**src/rtl/mem_rs_multi.sv**
```systemverilog
// Multi-entry memory-pipe reservation station. It captures missing operands from the CDB
// and issues the oldest ready entry to the memory unit through a valid/ready handshake.
module mem_rs_multi #(
  parameter int unsigned DEPTH  = 4,
  parameter int unsigned ROB_W  = 2,
  parameter int unsigned DATA_W = 3,
  parameter int unsigned OP_W   = 3
) (
  input  logic                         clk,
  input  logic                         rst_n,
  input  logic                         flush,
  input  logic                         write_en,
  input  logic [ROB_W-1:0]             rob_idx,
  input  logic [OP_W-1:0]              opcode,
  input  logic [DATA_W-1:0]            val1,
  input  logic [ROB_W-1:0]             q1,
  input  logic                         ready1,
  input  logic                         cdb_en,
  input  logic [ROB_W-1:0]             cdb_rob_idx,
  input  logic [DATA_W-1:0]            cdb_val,
  input  logic                         exec_ready,
  output logic                         exec_valid,
  output logic [OP_W-1:0]              exec_opcode,
  output logic [DATA_W-1:0]            exec_val1,
  output logic [ROB_W-1:0]             exec_rob_idx,
  output logic                         rs_full,
  output logic [$clog2(DEPTH+1)-1:0]   rs_count
);

  localparam int unsigned CW = $clog2(DEPTH + 1);
  localparam int unsigned IW = (DEPTH > 1) ? $clog2(DEPTH) : 1;

  logic [DEPTH-1:0]  busy;
  logic [DEPTH-1:0]  rdy;
  logic [ROB_W-1:0]  e_rob [DEPTH];
  logic [OP_W-1:0]   e_op  [DEPTH];
  logic [DATA_W-1:0] e_val [DEPTH];
  logic [ROB_W-1:0]  e_q   [DEPTH];
  // older[i][j] set means entry j was allocated before entry i
  logic [DEPTH-1:0]  older [DEPTH];

  logic          sel_found;
  logic [IW-1:0] sel_idx;
  logic          alloc_found;
  logic [IW-1:0] alloc_idx;
  logic [CW-1:0] count;
  logic          do_alloc;
  logic          do_issue;
  logic          bypass_hit;

  // Oldest ready entry: ready, and no ready entry is older than it
  always_comb begin
    sel_found = 1'b0;
    sel_idx   = '0;
    for (int unsigned i = 0; i < DEPTH; i++) begin
      if (!sel_found && busy[i] && rdy[i] && ((busy & rdy & older[i]) == '0)) begin
        sel_found = 1'b1;
        sel_idx   = IW'(i);
      end
    end
  end

  // Lowest-index free slot and occupancy
  always_comb begin
    alloc_found = 1'b0;
    alloc_idx   = '0;
    count       = '0;
    for (int unsigned i = 0; i < DEPTH; i++) begin
      count = count + CW'(busy[i]);
      if (!alloc_found && !busy[i]) begin
        alloc_found = 1'b1;
        alloc_idx   = IW'(i);
      end
    end
  end

  assign rs_count     = count;
  assign rs_full      = (count == CW'(DEPTH));
  assign exec_valid   = sel_found;
  assign exec_opcode  = sel_found ? e_op[sel_idx]  : '0;
  assign exec_val1    = sel_found ? e_val[sel_idx] : '0;
  assign exec_rob_idx = sel_found ? e_rob[sel_idx] : '0;

  // Fullness comes from registered state, so a same-cycle issue cannot make room
  assign do_alloc   = write_en && !rs_full && alloc_found && !flush;
  assign do_issue   = sel_found && exec_ready && !flush;
  assign bypass_hit = !ready1 && cdb_en && (q1 == cdb_rob_idx);

  always_ff @(posedge clk or negedge rst_n) begin
    if (!rst_n) begin
      busy <= '0;
      rdy  <= '0;
      for (int unsigned i = 0; i < DEPTH; i++) begin
        older[i] <= '0;
        e_rob[i] <= '0;
        e_op[i]  <= '0;
        e_val[i] <= '0;
        e_q[i]   <= '0;
      end
    end else if (flush) begin
      busy <= '0;
      for (int unsigned i = 0; i < DEPTH; i++) begin
        older[i] <= '0;
      end
    end else begin
      // CDB wakeup of waiting entries
      for (int unsigned i = 0; i < DEPTH; i++) begin
        if (busy[i] && !rdy[i] && cdb_en && (e_q[i] == cdb_rob_idx)) begin
          e_val[i] <= cdb_val;
          rdy[i]   <= 1'b1;
        end
      end
      if (do_issue) begin
        busy[sel_idx] <= 1'b0;
      end
      if (do_alloc) begin
        busy[alloc_idx]  <= 1'b1;
        e_rob[alloc_idx] <= rob_idx;
        e_op[alloc_idx]  <= opcode;
        e_q[alloc_idx]   <= q1;
        e_val[alloc_idx] <= bypass_hit ? cdb_val : val1;
        rdy[alloc_idx]   <= ready1 || bypass_hit;
        for (int unsigned j = 0; j < DEPTH; j++) begin
          older[j][alloc_idx] <= 1'b0;
        end
        older[alloc_idx] <= busy;
      end
    end
  end

endmodule

```
**config.mk**
```make
export PLATFORM = sky130hd
export DESIGN_NAME = mem_rs_multi
export DESIGN_NICKNAME = d
export VERILOG_FILES = /design/src/rtl/mem_rs_multi.sv
export SDC_FILE = /design/constraint.sdc
export NUM_CORES = 1
export LEC_CHECK = 0
export CORE_UTILIZATION = 45
export DETAILED_ROUTE_END_ITERATION = 12
export PLACE_DENSITY = 0.72
export REMOVE_ABC_BUFFERS = 1
export SYNTH_ARGS = -nofsm -noshare
export SYNTH_HDL_FRONTEND = slang
export SYNTH_SLANG_ARGS = --single-unit
```
**constraint.sdc**
```tcl
create_clock -name clk -period 3.6 [get_ports clk]
set_clock_uncertainty 0.1 [all_clocks]
set_input_delay 1.08 -clock clk [delete_from_list [all_inputs] [get_ports clk]]
set_output_delay 1.08 -clock clk [all_outputs]
set_load 0.1 [all_outputs]
```
==> flow_summary.json, run 1 <==
{
  "cellPowerDensity_nw_per_um2": 512,
  "crit_type": "flip-flop to output port",
  "p_sw_share_pct": 33.8,
  "hold_ws_ps": 398,
  "ys.flop_type": "dfrtp_1",
  "async_reset_ff_share_pct": 100,
  "p_sw_w": 0.000786,
  "critPathCapture": "exec_opcode[2]",
  "arrival_ps": 2400,
  "rsz0062_at_grt": "yes",
  "post-place-ws_ps": 155,
  "rows": 32,
  "drt-initial-drc-count": 254,
  "fin_crit_ps": 3580,
  "crit_start": "rdy[0]",
  "combinationalPowerShare_pct": 30.6,
  "clock-sinks": 64,
  "fin_nets": 438,
  "insertion_delay_ps": 340,
  "avgViaCountPerCell": 5.96,
  "dp_hpwl_mm": 6.87,
  "area_growth_pct": 26.7,
  "antenna_found_initial": 0,
  "drv_cap": 0,
  "io_buffer_count": 34,
  "regToRegSetupSlack_ps": 250,
  "ir_worst_vdd_mv": 0.297,
  "cts.path.max_buffers": 2,
  "netlist_top_cells_area": "dfrtp_1 45%, mux2_2 6.9%, mux2i_1 4.2%",
  "vias": 3089,
  "yosysUniqueCellTypes": 54,
  "instances_no_fill": 518,
  "synth.avg_cell_area_um2": 9.92,
  "cts_tree": "yes",
  "gp_congestion": 0.964,
  "synth_edf_count": 0,
  "fp.dieW_um": 91.2,
  "synth_common_cells": "64 x dfrtp_1, 31 x nand2_1, 22 x mux2_2",
  "cts_buffers": 9,
  "syn_area_um2": 3580,
  "ios": 35,
  "end_kind": "output port",
  "yosysWarnings": 0,
  "yosysTopAreaCell": "dfrtp_1",
  "cts-root-buf": "clkbuf_8",
  "grt_overflow": 0,
  "regArea_um2": 1610,
  "drive_above_1_share_pct": 24.3,
  "worst-path-buf-inv": 1,
  "htree_levels": 3,
  "path_cells": "and3b_1, and4_4, or4b_4, o221ai_1, buf_12",
  "slowest_stage": "or4b_4",
  "cp_max_fo": 9,
  "r2r_cells": 9,
  "max_stage_delay_ps": 630,
  "antenna_left": 0,
  "status": "complete, no violations",
  "crit_path_start_kind": "flip-flop",
  "r2r_end": "e_op[6]",
  "dr.pass1.iters": 4,
  "track_usage_pct": 24.7,
  "period_share_pct": 99.4,
  "syn_inst": 361,
  "drcViolationCount": 0,
  "path_clk_slew_ps": 80,
  "holdCritPathClass": "flip-flop to flip-flop",
  "fp.dieH_um": 91.2,
  "wl_per_cell_um": 18.6,
  "fin_ws_ps": 20.5,
  "nFillCells": 626,
  "die-area_um2": 8320,
  "p_leak_nw": 1.99,
  "first_global_vias": 3013,
  "multiInputGateArea_um2": 1820,
  "post-synth-top-count-cell": "dfrtp_1",
  "fmax_mhz": 279,
  "grt_max_degree": 35,
  "synth_top_area_share_pct": 44.7,
  "tightest_slew_ps": 935,
  "wl_mm": 9.64,
  "hold_viol": 0,
  "pwr-share-seq_pct": 40.4,
  "internal_power_w": 0.00154,
  "cp_top_family": "simple AND/OR/NAND/NOR gates",
  "diodes": 0,
  "coreArea_um2": 7730,
  "slew_headroom_pct": 37.2,
  "synth_seq_cells": 64,
  "grt_pass1_wl_mm": 15.8,
  "place_inst": 496,
  "slew_viol_final": 0,
  "cp.required_ps": 2420,
  "cp.depth": 5,
  "r2r_start": "busy[1]",
  "power_frac_clock_pct": 29.0,
  "initial_core_util_pct": 46.3,
  "postCtsHoldBufs": 0,
  "setup_viol": 0,
  "seq_area_frac_synth_pct": 44.7,
  "fin_util_pct": 58.7
}
==> state kept, by name, indices dropped and copies added, names as in the netlist <==
register and cells:
busy 4, rdy 4, e_op 12, e_rob 8
e_q 8, older 16, e_val 12
==> through the flow <==
step	setup TNS [ps]	power [W]	area [um2]
after detailed placement	0	0.00165	4250
after global routing	-101	0.00244	4530
after global placement	0	0.00163	4250
final	0	0.00232	4530
after CTS	0	0.00233	4520
after floorplan	-20980	0.00138	3460
==> tightest hold or removal path: cells and delay by family, from the launching register on <==
| family | cells | cell delay [ps] |
|---|---|---|
| flip-flops | 1 | 360 |
| AND/OR/NAND/NOR | 2 | 110 |
==> power by group through the flow <==
stage	logic, W	clock network (W)	registers [W]
floorplan	0.000442	0	0.000933
global placement	0.000685	0	0.000943
detailed placement	0.000697	0	0.000952
CTS	0.000709	0.000686	0.000937
global route	0.000757	0.000726	0.000954
finish	0.000710	0.000674	0.000939
==> area by class of cell <==
cell class	instances	area share, %
sequential	64	35.4
tap	102	2.81
multi-input combinational	255	40.0
timing repair buffer	65	15.7
inverter	16	1.38
clock buffer	10	2.81
clock inverter	6	1.85
==> cell families (layout without fill, tap and decap cells) <==
logic type | count (synthesis) | after routing | synth area share (%)
simple gates | 136 | 136 | 21.3
compound gates | 67 | 67 | 13.4
flops | 64 | 64 | 44.7
buf+inv | 42 | 97 | 5.14
mux | 37 | 37 | 11.1
xor+xnor | 10 | 10 | 2.45
fa+ha+maj | 5 | 5 | 1.96
==> repair_timing <==
item                       4_1_cts  5_1_grt
pin swaps                        1        2
setup endpoints to repair        9        7
resized for setup                6        3
buffers inserted                 6        0
==> cells in the final DEF, fill, tap and decap left out, drive strengths merged, types with 4 or more instances in the layout <==
master | Yosys | layout
nand3b | 5 | 5
nand4 | 4 | 4
mux2i | 15 | 15
and3b | 4 | 4
ha | 4 | 4
dfrtp | 64 | 64
nor2 | 18 | 18
clkbuf | 11 | 10
clkinv | 0 | 4
nand4b | 8 | 8
nand3 | 13 | 13
buf | 15 | 45
mux2 | 22 | 22
o21ai | 15 | 15
a211oi | 6 | 6
clkdlybuf4s50 | 0 | 20
nor4 | 15 | 15
and3 | 6 | 6
nor3 | 12 | 12
o221ai | 8 | 8
inv | 16 | 16
nand2 | 31 | 31
xnor2 | 4 | 4
o221a | 7 | 7
xor2 | 6 | 6
a21oi | 15 | 15
or3 | 7 | 7
==> worst min path at each step <==
| stage | depth (start not counted) | slack [ps] | endpoint | startpoint |
|---|---|---|---|---|
| 2_1_floorplan | 2 | 370 | e_q[0] | e_q[0] |
| 3_3_place_gp | 2 | 380 | e_q[0] | e_q[0] |
| 3_5_place_dp | 2 | 380 | e_q[0] | e_q[0] |
| 4_1_cts | 2 | 400 | e_q[0] | e_q[0] |
| 5_1_grt | 2 | 420 | e_q[0] | e_q[0] |
| 6_report | 2 | 400 | e_q[0] | e_q[0] |
==> routing by layer <==
metal / wire length, um / part of all wire [%] / global-route usage [%] / up-vias
li1: - / - / - / 1429
met1: 4390 / 46 / 34.7 / 1525
met2: 4490 / 47 / 36.9 / 109
met3: 518 / 5.4 / 4.86 / 26
met4: 240 / 2.5 / 11.2 / 0
met5: 0 / 0 / 0 / -
No activity file was read; power rests on OpenSTA's default activity.
==> run 2: changes to the inputs <==
Settings changed: ABC_CLOCK_PERIOD_IN_PS from default to 3600.
==> results of run 2 <==
Final layout, timing and power as in run 1 (identical DEF).
